===== src/rtl/adpll_lock_ctrl_5bit.sv =====
// adpll_lock_ctrl_5bit: acquisition/lock sequencer for the 5-bit ADPLL loop (IDLE/HOLD/ACQ/TRACK/LOCKED).
// Latency: one edge from sampled error/enable to new state; gains/flags decode from the state register.
// Backpressure: none; one error sample is consumed on every clk edge.
//
// Ports:
//   clk, reset (async, active-low), enable (0 forces IDLE)
//   error/error_sign   : sign-magnitude phase error; only the magnitude is tested
//   acq_*/trk_*        : gain sets driven onto alpha_var/beta_var by state
//   lock_thresh        : in-window when error <= lock_thresh
//   unlock_thresh      : outlier when error > unlock_thresh
//   lock_count         : consecutive in-window samples per phase (0 acts as 1)
//   loop_hold, locked, lock_lost (1-cycle pulse on LOCKED->ACQ), state
module adpll_lock_ctrl_5bit #(
  parameter int unsigned HOLD_CYCLES = 8,
  parameter int unsigned LOCK_CNT_W  = 6,
  parameter int unsigned UNLOCK_FILT = 4
) (
  input  logic                  clk,
  input  logic                  reset,
  input  logic                  enable,
  input  logic [4:0]            error,
  input  logic                  error_sign,
  input  logic [4:0]            acq_alpha,
  input  logic [4:0]            acq_beta,
  input  logic [4:0]            trk_alpha,
  input  logic [4:0]            trk_beta,
  input  logic [4:0]            lock_thresh,
  input  logic [4:0]            unlock_thresh,
  input  logic [LOCK_CNT_W-1:0] lock_count,
  output logic [4:0]            alpha_var,
  output logic [4:0]            beta_var,
  output logic                  loop_hold,
  output logic                  locked,
  output logic                  lock_lost,
  output logic [2:0]            state
);

  localparam logic [2:0] S_IDLE   = 3'd0;
  localparam logic [2:0] S_HOLD   = 3'd1;
  localparam logic [2:0] S_ACQ    = 3'd2;
  localparam logic [2:0] S_TRACK  = 3'd3;
  localparam logic [2:0] S_LOCKED = 3'd4;

  localparam int unsigned OCW = $clog2(UNLOCK_FILT + 1);
  localparam logic [7:0]  HOLD_LAST = 8'(HOLD_CYCLES - 1);
  localparam logic [OCW:0] OCNT_LIMIT = (OCW + 1)'(UNLOCK_FILT);

  logic [2:0]            state_q, state_d;
  logic [7:0]            hold_q, hold_d;
  logic [LOCK_CNT_W-1:0] wcnt_q, wcnt_d;
  logic [OCW-1:0]        ocnt_q, ocnt_d;
  logic                  lost_q, lost_d;

  // Sign only carries direction for the filter; window tests use magnitude.
  logic unused_sign;
  assign unused_sign = error_sign;

  logic                  in_win;
  logic                  outlier;
  logic [LOCK_CNT_W-1:0] n_eff;
  logic [LOCK_CNT_W:0]   wcnt_inc;
  logic [LOCK_CNT_W-1:0] wcnt_sat;
  logic                  complete;
  logic [OCW:0]          ocnt_inc;

  assign in_win   = (error <= lock_thresh);
  assign outlier  = (error > unlock_thresh);
  assign n_eff    = (lock_count == '0) ? LOCK_CNT_W'(1) : lock_count;
  assign wcnt_inc = {1'b0, wcnt_q} + 1'b1;
  assign wcnt_sat = (&wcnt_q) ? wcnt_q : wcnt_inc[LOCK_CNT_W-1:0];
  // >= rather than == so a lock_count lowered mid-phase still completes.
  assign complete = (wcnt_inc >= {1'b0, n_eff});
  assign ocnt_inc = {1'b0, ocnt_q} + 1'b1;

  // State and counter registers.
  always_ff @(posedge clk or negedge reset) begin
    if (!reset) begin
      state_q <= S_IDLE;
      hold_q  <= '0;
      wcnt_q  <= '0;
      ocnt_q  <= '0;
      lost_q  <= 1'b0;
    end else begin
      state_q <= state_d;
      hold_q  <= hold_d;
      wcnt_q  <= wcnt_d;
      ocnt_q  <= ocnt_d;
      lost_q  <= lost_d;
    end
  end

  // Next-state and counter update.
  always_comb begin
    state_d = state_q;
    hold_d  = hold_q;
    wcnt_d  = wcnt_q;
    ocnt_d  = ocnt_q;
    lost_d  = 1'b0;
    if (!enable) begin
      state_d = S_IDLE;
      hold_d  = '0;
      wcnt_d  = '0;
      ocnt_d  = '0;
    end else begin
      case (state_q)
        S_IDLE: begin
          state_d = S_HOLD;
          hold_d  = '0;
        end
        S_HOLD: begin
          if (hold_q == HOLD_LAST) begin
            state_d = S_ACQ;
            hold_d  = '0;
          end else begin
            hold_d = hold_q + 8'd1;
          end
        end
        S_ACQ: begin
          if (!in_win) begin
            wcnt_d = '0;
          end else if (complete) begin
            state_d = S_TRACK;
            wcnt_d  = '0;
          end else begin
            wcnt_d = wcnt_sat;
          end
        end
        S_TRACK: begin
          // A single outlier aborts tracking even on a count-completing sample.
          if (outlier) begin
            state_d = S_ACQ;
            wcnt_d  = '0;
          end else if (!in_win) begin
            wcnt_d = '0;
          end else if (complete) begin
            state_d = S_LOCKED;
            wcnt_d  = '0;
          end else begin
            wcnt_d = wcnt_sat;
          end
        end
        S_LOCKED: begin
          if (!outlier) begin
            ocnt_d = '0;
          end else if (ocnt_inc == OCNT_LIMIT) begin
            state_d = S_ACQ;
            lost_d  = 1'b1;
            ocnt_d  = '0;
            wcnt_d  = '0;
          end else begin
            ocnt_d = ocnt_inc[OCW-1:0];
          end
        end
        default: begin
          state_d = S_IDLE;
          hold_d  = '0;
          wcnt_d  = '0;
          ocnt_d  = '0;
        end
      endcase
    end
  end

  // Outputs decoded purely from registered state; no error-to-gain path.
  always_comb begin
    alpha_var = acq_alpha;
    beta_var  = acq_beta;
    loop_hold = 1'b0;
    locked    = 1'b0;
    case (state_q)
      S_IDLE, S_HOLD: loop_hold = 1'b1;
      S_TRACK: begin
        alpha_var = trk_alpha;
        beta_var  = trk_beta;
      end
      S_LOCKED: begin
        alpha_var = trk_alpha;
        beta_var  = trk_beta;
        locked    = 1'b1;
      end
      S_ACQ: ;
      default: loop_hold = 1'b1;
    endcase
  end

  assign state     = state_q;
  assign lock_lost = lost_q;

endmodule


===== config.mk =====
export PLATFORM = sky130hd
export DESIGN_NAME = adpll_lock_ctrl_5bit
export DESIGN_NICKNAME = d
export VERILOG_FILES = /design/src/rtl/adpll_lock_ctrl_5bit.sv
export SDC_FILE = /design/constraint.sdc
export NUM_CORES = 1
export LEC_CHECK = 0
export ABC_CLOCK_PERIOD_IN_PS = 3630
export CORE_MARGIN = 5
export CORE_UTILIZATION = 50
export CTS_CLUSTER_DIAMETER = 50
export DETAILED_ROUTE_END_ITERATION = 16
export PLACE_DENSITY = 0.86
export SYNTH_ARGS = -nofsm -noshare
export SYNTH_HDL_FRONTEND = slang
export SYNTH_SLANG_ARGS = --single-unit

===== constraint.sdc =====
create_clock -name clk -period 3.63 [get_ports clk]
set_input_delay 0.726 -clock clk [delete_from_list [all_inputs] [get_ports clk]]
set_output_delay 0.726 -clock clk [all_outputs]
set_load 0.03 [all_outputs]

; Word level (Yosys, flattened, before mapping)
; Index checks and enable logic that the tools add are counted.
; W data, S select, Z words.
[op_classes]
order_cmp = 3
mux = 34
n_eq_ne = 16
addsub = 3
reduce_logical = 9
[ops]
columns = cell, n
row1 = $mux W6, 8
row2 = $mux W3, 12
row3 = $pmux W6 S4, 1
row4 = $mux W8, 2
row5 = $pmux W8 S2, 1
row6 = $ne A3 B3 Y1 const B, 5
row7 = $pmux W3 S5, 1
row8 = $mux W5, 2
row9 = $add A8 B1 Y8 const B, 1
row10 = $eq A8 B3 Y1 const B, 1
row11 = $ne A4 B4 Y1 const B, 2
row12 = $add A6 B1 Y7 const B, 1
row13 = $ge A7 B6 Y1, 1
row14 = $reduce_and A7 Y1, 1
row15 = $eq A3 B2 Y1 const B, 2
row16 = $logic_not A6 Y1, 1
row17 = $mux W1, 6
row18 = $ne A2 B2 Y1 const B, 3
row19 = $pmux W3 S2, 1
row20 = $reduce_and A6 Y1, 1
row21 = $gt A5 B5 Y1, 1
row22 = $le A5 B5 Y1, 1
row23 = $add A3 B1 Y4 const B, 1
row24 = $eq A4 B3 Y1 const B, 1
row25 = 7 further kinds, 8
[totals]
out_inout_bits = 16
regBits = 21
input_bits = 45

; Logic depth before layout (Yosys ltp)
; Gate-level depths: netlist of the first run.
[logic_depth]
word_depth = 8
mapped_depth = 11

; Worst setup path after synthesis of the first run
; No wires, ideal clock.
[synth_path]
path_type = reg2out
from = reg state_q[2], in the netlist state[2]
to = out alpha_var[0]
n_path_buf = 2
t_arrival_ns = 1.890
stages_incl_launch_ff = 6
slack_ns = 1.014
cell_sequence = dfrtp_1 > buf_4 > nor3b_4 > a21o_1 > buf_2 > mux2_2
[synth_via]
elab_chain_cells = 3
[synth_rtl]
columns = item, line
row1 = start: declaration, 48  ; logic [2:0] state_q, state_d;
row2 = start signal: assignment, 84  ; state_q <= state_d;
row3 = $eq A3 B3 Y1 or $eq A3 B2 Y1 (tied branches), 170  ; case (state_q)
row4 = $reduce_or A2 Y1 (no line) *, n/a
row5 = $mux W5 *, 170
row6 = end: declaration, 30  ; output logic [4:0] alpha_var,
; Mark *: on every way between the ends. The rest lies on a longest branch, timed or not.

; Worst setup path in the final report of the first run
[layout_path]
from = reg state_q[2], in the netlist state[2]
to = out alpha_var[3]
; Same word-level chain as after synthesis.

==> results by group, run 1 <==
Final layout
  • Post-synthesis to final-layout area growth: 35.2%
  • Count of antenna diodes in the layout: 0
  • Final-stage net count: 324
  • Fraction of final layout cells with drive strength greater than 1: approximately an eighth
  • Filler Cell Count: 302

Die
  • Number of rows created at floorplan: 22
  • Die Footprint: 0.00501 mm²
  • Total core area: 0.00361 mm²
  • Starting utilization of the core area: between 50% and 60%
  • Height of the die: 70.8 µm
  • IO Count: a little over 60
  • Horiz. Die Dim: 70.8 µm

Setup path
  • Critical Path AT: 2.49 ns
  • Peak per-stage delay on the critical path: 0.59 ns
  • R2r setup slk: 1.06 ns
  • Max Fanout on Critical Path: 11
  • Critical path endpoint category: primary output
  • Source of the worst register-to-register timing path: wcnt_q[0]
  • CP Buf/Inv Count: 1
  • Capturing point of the worst reg2reg path: wcnt_q[2]
  • Crit-path slowest cell: sky130_fd_sc_hd__clkdlybuf4s50_1
  • Startpoint kind of the worst setup timing path: flop
  • CP Cell Sequence: nor3b_4 -> a21o_1 -> mux2_2 -> clkdlybuf4s50_1
  • Worst endpoint required time: 2.90 ns
  • Worst setup path class: flop to primary output
  • Cell family contributing the most delay on the critical path: buffers and inverters
  • Depth of the worst register-to-register path: 10

Hold path
  • Number of cells traversed by the worst hold path: 1
  • End of the worst hold path: hold_q[7]
  • Worst Hold Class: flop to flop
  • Startpoint of the tightest hold check path: hold_q[7]

GRT
  • Gr ovfl total: 0
  • Number of antenna violations at the first check in global routing: 0
  • Pin count of the biggest net entering global routing: 22
  • Gr usage total: between 10% and 20%
  • Global-route wire length before repair: 7160 µm
  • Vias in the first global route: 1,763

Route
  • Initial DRC Count: 76
  • Amount of wire on met2 after detailed routing: around 1900 µm
  • Count of unresolved DRC violations after routing: 0
  • Final Routed Wirelength: 4000 µm
  • Routed wire length on met3: 285 µm
  • Post-detailed-route via-to-cell ratio: 5.42
  • Vias: about 1,700
  • Post-route antenna net violation count: 0
  • Top routing layer used: met4
  • Per-cell routed wire length: 13.1 µm
  • Initial DRT Pass Iterations: 5
  • WL met1: ~1700 µm

Yosys
  • Yosys top cell area share: 28.5%
  • Most common cell in the netlist: sky130_fd_sc_hd__dfrtp_1
  • Number of flops mapped to enable cells by yosys: 0
  • Post-Synthesis Cells: 200
  • Async SR Flop Fraction: 100%
  • Library cell with the largest summed area after synthesis: sky130_fd_sc_hd__dfrtp_1
  • Post-Syn Nets: 265
  • Average footprint of a synthesized cell: 9.23 µm²
  • Portion of the post-synthesis area used by sequential elements: 28.5%
  • Top cells by instance count after synthesis: sky130_fd_sc_hd__dfrtp_1, sky130_fd_sc_hd__ha_1, sky130_fd_sc_hd__inv_1, sky130_fd_sc_hd__nand2_1
  • Number of synthesized register bits: 21
  • Top cells by area in the synthesized netlist: sky130_fd_sc_hd__dfrtp_1, sky130_fd_sc_hd__ha_1, sky130_fd_sc_hd__mux2_2
  • Yosys warning total: 0
  • Synthesized cell area: 0.00185 mm²
  • Count of different cell masters after synthesis: 56
  • Flip-flop cell with the highest count after synthesis: sky130_fd_sc_hd__dfrtp_1

Timing
  • Setup violators final: 0
  • FMAX: 0.311 GHz
  • Worst-Margin Slew: 0.929 ns
  • Headroom to the max-slew limit: between 30% and 40%
  • Number of pins with negative max-slew slack in the final report: 0
  • Final clock period utilization by the worst path: around 90%
  • Final hold violations: 0
  • Setup repair after global routing missed its margin: no
  • Sum of negative setup slack: 0 ns
  • Clock skew after layout: 0.00503 ns
  • Fin crit period: between 3 and 4 ns

CTS
  • Root buffer cell: sky130_fd_sc_hd__clkbuf_8
  • Number of clock sinks: 21
  • Clk buf depth: 2
  • Cts bufs inserted: 3
  • Quantity of gates resized following cts: 0
  • CTS Hold Buffers Added: 0
  • TritonCTS clock tree: yes
  • H-tree lvl count: 1
  • Latest clock arrival within the worst-skew pair: 0.26 ns
  • Clock input transition at the sequential cells of the worst setup and hold paths: 0.08 ns
  • Post-CTS setup buffer count: 0

Power and ir drop
  • Power Dens Cells: 388 mW/mm²
  • Maximum ir drop on the vdd rail: 0.000246 V
  • Power Total: around 970 µW
  • Leakage Power: 1.16 nW

Placed design
  • Post-detail-place hpwl: 3310 µm
  • Port Buffers: 59
  • GPL Wtd Cong: 0.793

Flow run
  • Number of max-cap violations: 0

Run status
  • Outcome: finished clean
==> cell usage in the layout, fill, tap and decap left out, drive strengths merged, types with 2 or more instances in the layout <==
| cell type | instances |
|---|---|
| and3 | 7 |
| o31ai | 4 |
| a21o | 5 |
| nand3 | 8 |
| a211oi | 2 |
| xor2 | 2 |
| nand3b | 2 |
| nor2b | 7 |
| a22o | 5 |
| o21ai | 14 |
| inv | 17 |
| nor2 | 10 |
| mux2 | 13 |
| xnor2 | 2 |
| dfrtp | 21 |
| ha | 20 |
| clkbuf | 4 |
| nand2b | 4 |
| a21oi | 8 |
| nor3 | 3 |
| a31oi | 4 |
| nand2 | 15 |
| clkdlybuf4s50 | 59 |
| and2 | 3 |
==> metrics by stage <==
step	worst slack [ns]	area, µm²	instances	utilization, %	hold slack [ns]
after global routing	0.251	2500	306	69.3	0.531
after global placement	0.633	2450	302	68.0	0.477
final	0.416	2500	306	69.3	0.502
after detailed placement	0.579	2450	302	68.0	0.490
after floorplan	1.01	1850	200	-	0.430
after CTS	0.381	2500	306	69.3	0.503
==> layout make-up <==
| class | count | area (µm²) | share of cell area (%) |
|---|---|---|---|
| Clock buffer | 4 | 45.0 | 1.80 |
| Timing Repair Buffer | 59 | 591 | 23.6 |
| Tap cell | 48 | 60.1 | 2.40 |
| Multi-Input combinational cell | 157 | 1210 | 48.5 |
| Inverter | 17 | 63.8 | 2.56 |
| Sequential cell | 21 | 526 | 21.0 |
==> routing by layer <==
layer | global-route usage (%) | vias to the layer above
met5 | 0 | -
met4 | 5.01 | 0
met3 | 3.41 | 4
met2 | 30.3 | 56
met1 | 20.8 | 757
li1 | - | 842
==> state kept, by name, indices dropped and copies added, names as in the netlist <==
register,cells
hold_q,8
state,3
ocnt_q,3
lock_lost,1
wcnt_q,6
==> where the power goes <==
group	switching, mW	internal (mW)
logic	0.258	0.247
registers	0.0535	0.256
clock network	0.0751	0.0781
==> kinds of logic after synthesis <==
family	synth area share, %
buffers and inverters	5.89
XOR/XNOR	1.90
multiplexers	7.93
adder cells (fa/ha/maj)	13.6
AND/OR/NAND/NOR	21.4
AO/OA/AOI/OAI	20.9
flip-flops	28.5
==> worst max path at each step <==
stage | startpoint | end | slack [ns] | cells past startpoint
after floorplan | state[2] | alpha_var[0] | 1.01 | 5
after global placement | lock_count[1] | state[0] | 0.63 | 10
after detailed placement | lock_count[2] | state[0] | 0.58 | 10
after CTS | state[2] | alpha_var[2] | 0.38 | 4
after global routing | state[2] | beta_var[1] | 0.25 | 4
final | state[2] | alpha_var[3] | 0.42 | 4
No activity file was read; power rests on OpenSTA's default activity.
==> run 2, diff against run 1 <==
--- a/config.mk
+++ b/config.mk
@@ -11,6 +11,7 @@
 export CTS_CLUSTER_DIAMETER = 50
 export DETAILED_ROUTE_END_ITERATION = 16
 export PLACE_DENSITY = 0.86
+export RECOVER_POWER = 50
 export SYNTH_ARGS = -nofsm -noshare
 export SYNTH_HDL_FRONTEND = slang
 export SYNTH_SLANG_ARGS = --single-unit
==> run 2 against run 1 <==
- register-to-register slack is essentially flat
- largest cell class unchanged
- die area stayed put
- fmax up 0.15%
- setup slack gained 0.0049 ns
==> results by group, run 2 (same netlist as run 1, synthesis figures left out) <==
Setup path
  • R2r setup slk: 1.06 ns
  • Worst setup path class: flop to primary output
  • Critical Path AT: 2.48 ns
  • Max Fanout on Critical Path: 11
  • Worst endpoint required time: 2.90 ns
  • Critical path endpoint category: primary output
  • Startpoint kind of the worst setup timing path: flop

Route
  • Post-detailed-route via-to-cell ratio: 5.42
  • Count of unresolved DRC violations after routing: 0
  • Final Routed Wirelength: 4000 µm
  • Initial DRC Count: 69
  • Post-route antenna net violation count: 0
  • Vias: about 1,700
  • Initial DRT Pass Iterations: 4
  • Per-cell routed wire length: 13.1 µm

Placed design
  • Standard cell area after detailed placement: 0.00245 mm²
  • Worst setup timing slack at the placement stage: 0.579 ns
  • GPL Wtd Cong: 0.793
  • Port Buffers: 59
  • Post-detail-place hpwl: around 3300 µm
  • Placed insts: 302

Power and ir drop
  • Power Dens Cells: approximately 390 mW/mm²
  • Leakage Power: ~1.2 nW
  • Switching part of the total: 40.0%
  • Power Total: ~960 µW
  • Power share of the combinational group: a little over half
  • Switching component of the power: 386 µW
  • Part of the total power dissipated in sequential elements: 32.0%
  • Clk network pwr share: 15.9%
  • Maximum ir drop on the vdd rail: between 0.0002 and 0.00025 V
  • Internal power summed over all cells: 578 µW

Die
  • Die Footprint: approximately 0.005 mm²
  • IO Count: 61
  • Starting utilization of the core area: 51.2%
  • Total core area: 0.00361 mm²
  • Height of the die: 70.8 µm
  • Horiz. Die Dim: 70.8 µm
  • Number of rows created at floorplan: 22

Timing
  • Final clock period utilization by the worst path: 88.4%
  • Worst-Margin Slew: 0.938 ns
  • Fin crit period: 3.21 ns
  • Number of pins with negative max-slew slack in the final report: 0
  • Sum of negative setup slack: 0 ns
  • Minimum hold slack: 0.503 ns
  • Setup repair after global routing missed its margin: no
  • FMAX: 0.312 GHz
  • Final hold violations: 0
  • Setup violators final: 0
  • Headroom to the max-slew limit: 37.2%
  • Post-route setup slack: about 0.42 ns
  • Clock skew after layout: 0.00430 ns

Final layout
  • Flip-flop count of the largest register, all copies and words added: 8
  • Count of antenna diodes in the layout: 0
  • Final standard cell count with taps included and fillers excluded: 306
  • Post-layout utilization of the core: 69.1%
  • Register name with the most flops: hold_q
  • Fraction of final layout cells with drive strength greater than 1: 12.4%
  • Top flop regs: hold_q x8, wcnt_q x6
  • Most frequent cells in the layout: sky130_fd_sc_hd__clkdlybuf4s50_1, sky130_fd_sc_hd__dfrtp_1, sky130_fd_sc_hd__ha_1
  • Post-synthesis to final-layout area growth: 34.9%
  • Most common cell after layout, fill and taps aside: sky130_fd_sc_hd__clkdlybuf4s50_1
  • Final-stage net count: 324
  • Filler Cell Count: between 300 and 400
  • Final non-filler cell area: 0.00249 mm²

CTS
  • Quantity of gates resized following cts: 0
  • Number of clock sinks: 21
  • H-tree lvl count: 1
  • Clock input transition at the sequential cells of the worst setup and hold paths: 0.08 ns
  • Post-CTS setup buffer count: 0
  • CTS Hold Buffers Added: 0
  • Clk buf depth: 2
  • Latest clock arrival within the worst-skew pair: 0.26 ns
  • Cts bufs inserted: 3
  • TritonCTS clock tree: yes
  • Root buffer cell: sky130_fd_sc_hd__clkbuf_8

Flow run
  • Number of max-cap violations: 0

GRT
  • Number of antenna violations at the first check in global routing: 0
  • Vias in the first global route: 1,763
  • Global-route wire length before repair: 7160 µm
  • Gr ovfl total: 0
  • Gr usage total: 17.1%
  • Pin count of the biggest net entering global routing: 22

Run status
  • Outcome: finished clean

Hold path
  • Worst Hold Class: flop to flop
-- run 2: worst paths after layout --
check | from | to | cells after the start
worst min register to register | hold_q[7] | hold_q[7] | 1
max in group asynchronous | reset | ocnt_q[2] | 1
worst min-delay path | hold_q[7] | hold_q[7] | 1
worst max register to register | wcnt_q[0] | wcnt_q[2] | 10
min in group asynchronous | reset | wcnt_q[5] | 1
worst max-delay path | state[2] | alpha_var[3] | 4
-- run 2: cell type report --
cell class / instances / area, µm² / share of cell area (%)
Sequential cell: 21 / 526 / 21.1
Multi-Input combinational cell: 157 / 1210 / 48.4
Timing Repair Buffer: 59 / 591 / 23.7
Clock buffer: 4 / 45.0 / 1.81
Tap cell: 48 / 60.1 / 2.41
Inverter: 17 / 63.8 / 2.56
-- run 2: critical path: stages, from the launching register on --
cell,delay (ns)
sky130_fd_sc_hd__dfrtp_1,0.56
sky130_fd_sc_hd__nor3b_4,0.33
sky130_fd_sc_hd__a21o_1,0.35
sky130_fd_sc_hd__mux2_2,0.38
sky130_fd_sc_hd__clkdlybuf4s50_1,0.59
-- run 2: power by group through the flow --
stage | registers (mW) | logic (mW) | clock network [mW]
floorplan | 0.306 | 0.347 | 0
global placement | 0.312 | 0.499 | 0
detailed placement | 0.313 | 0.508 | 0
global route | 0.315 | 0.552 | 0.165
finish | 0.308 | 0.502 | 0.153
CTS | 0.308 | 0.511 | 0.156
-- run 2: per-layer routing --
layer  up-vias  routed length [µm]  share of wire (%)  GRT usage, %
met5         -                   0                  0             0
met4         0                  44                1.1          5.01
met3         4                 286                7.1          3.41
met2        56                1940                 49          30.3
met1       757                1730                 43          20.8
li1        842                   -                  -             -
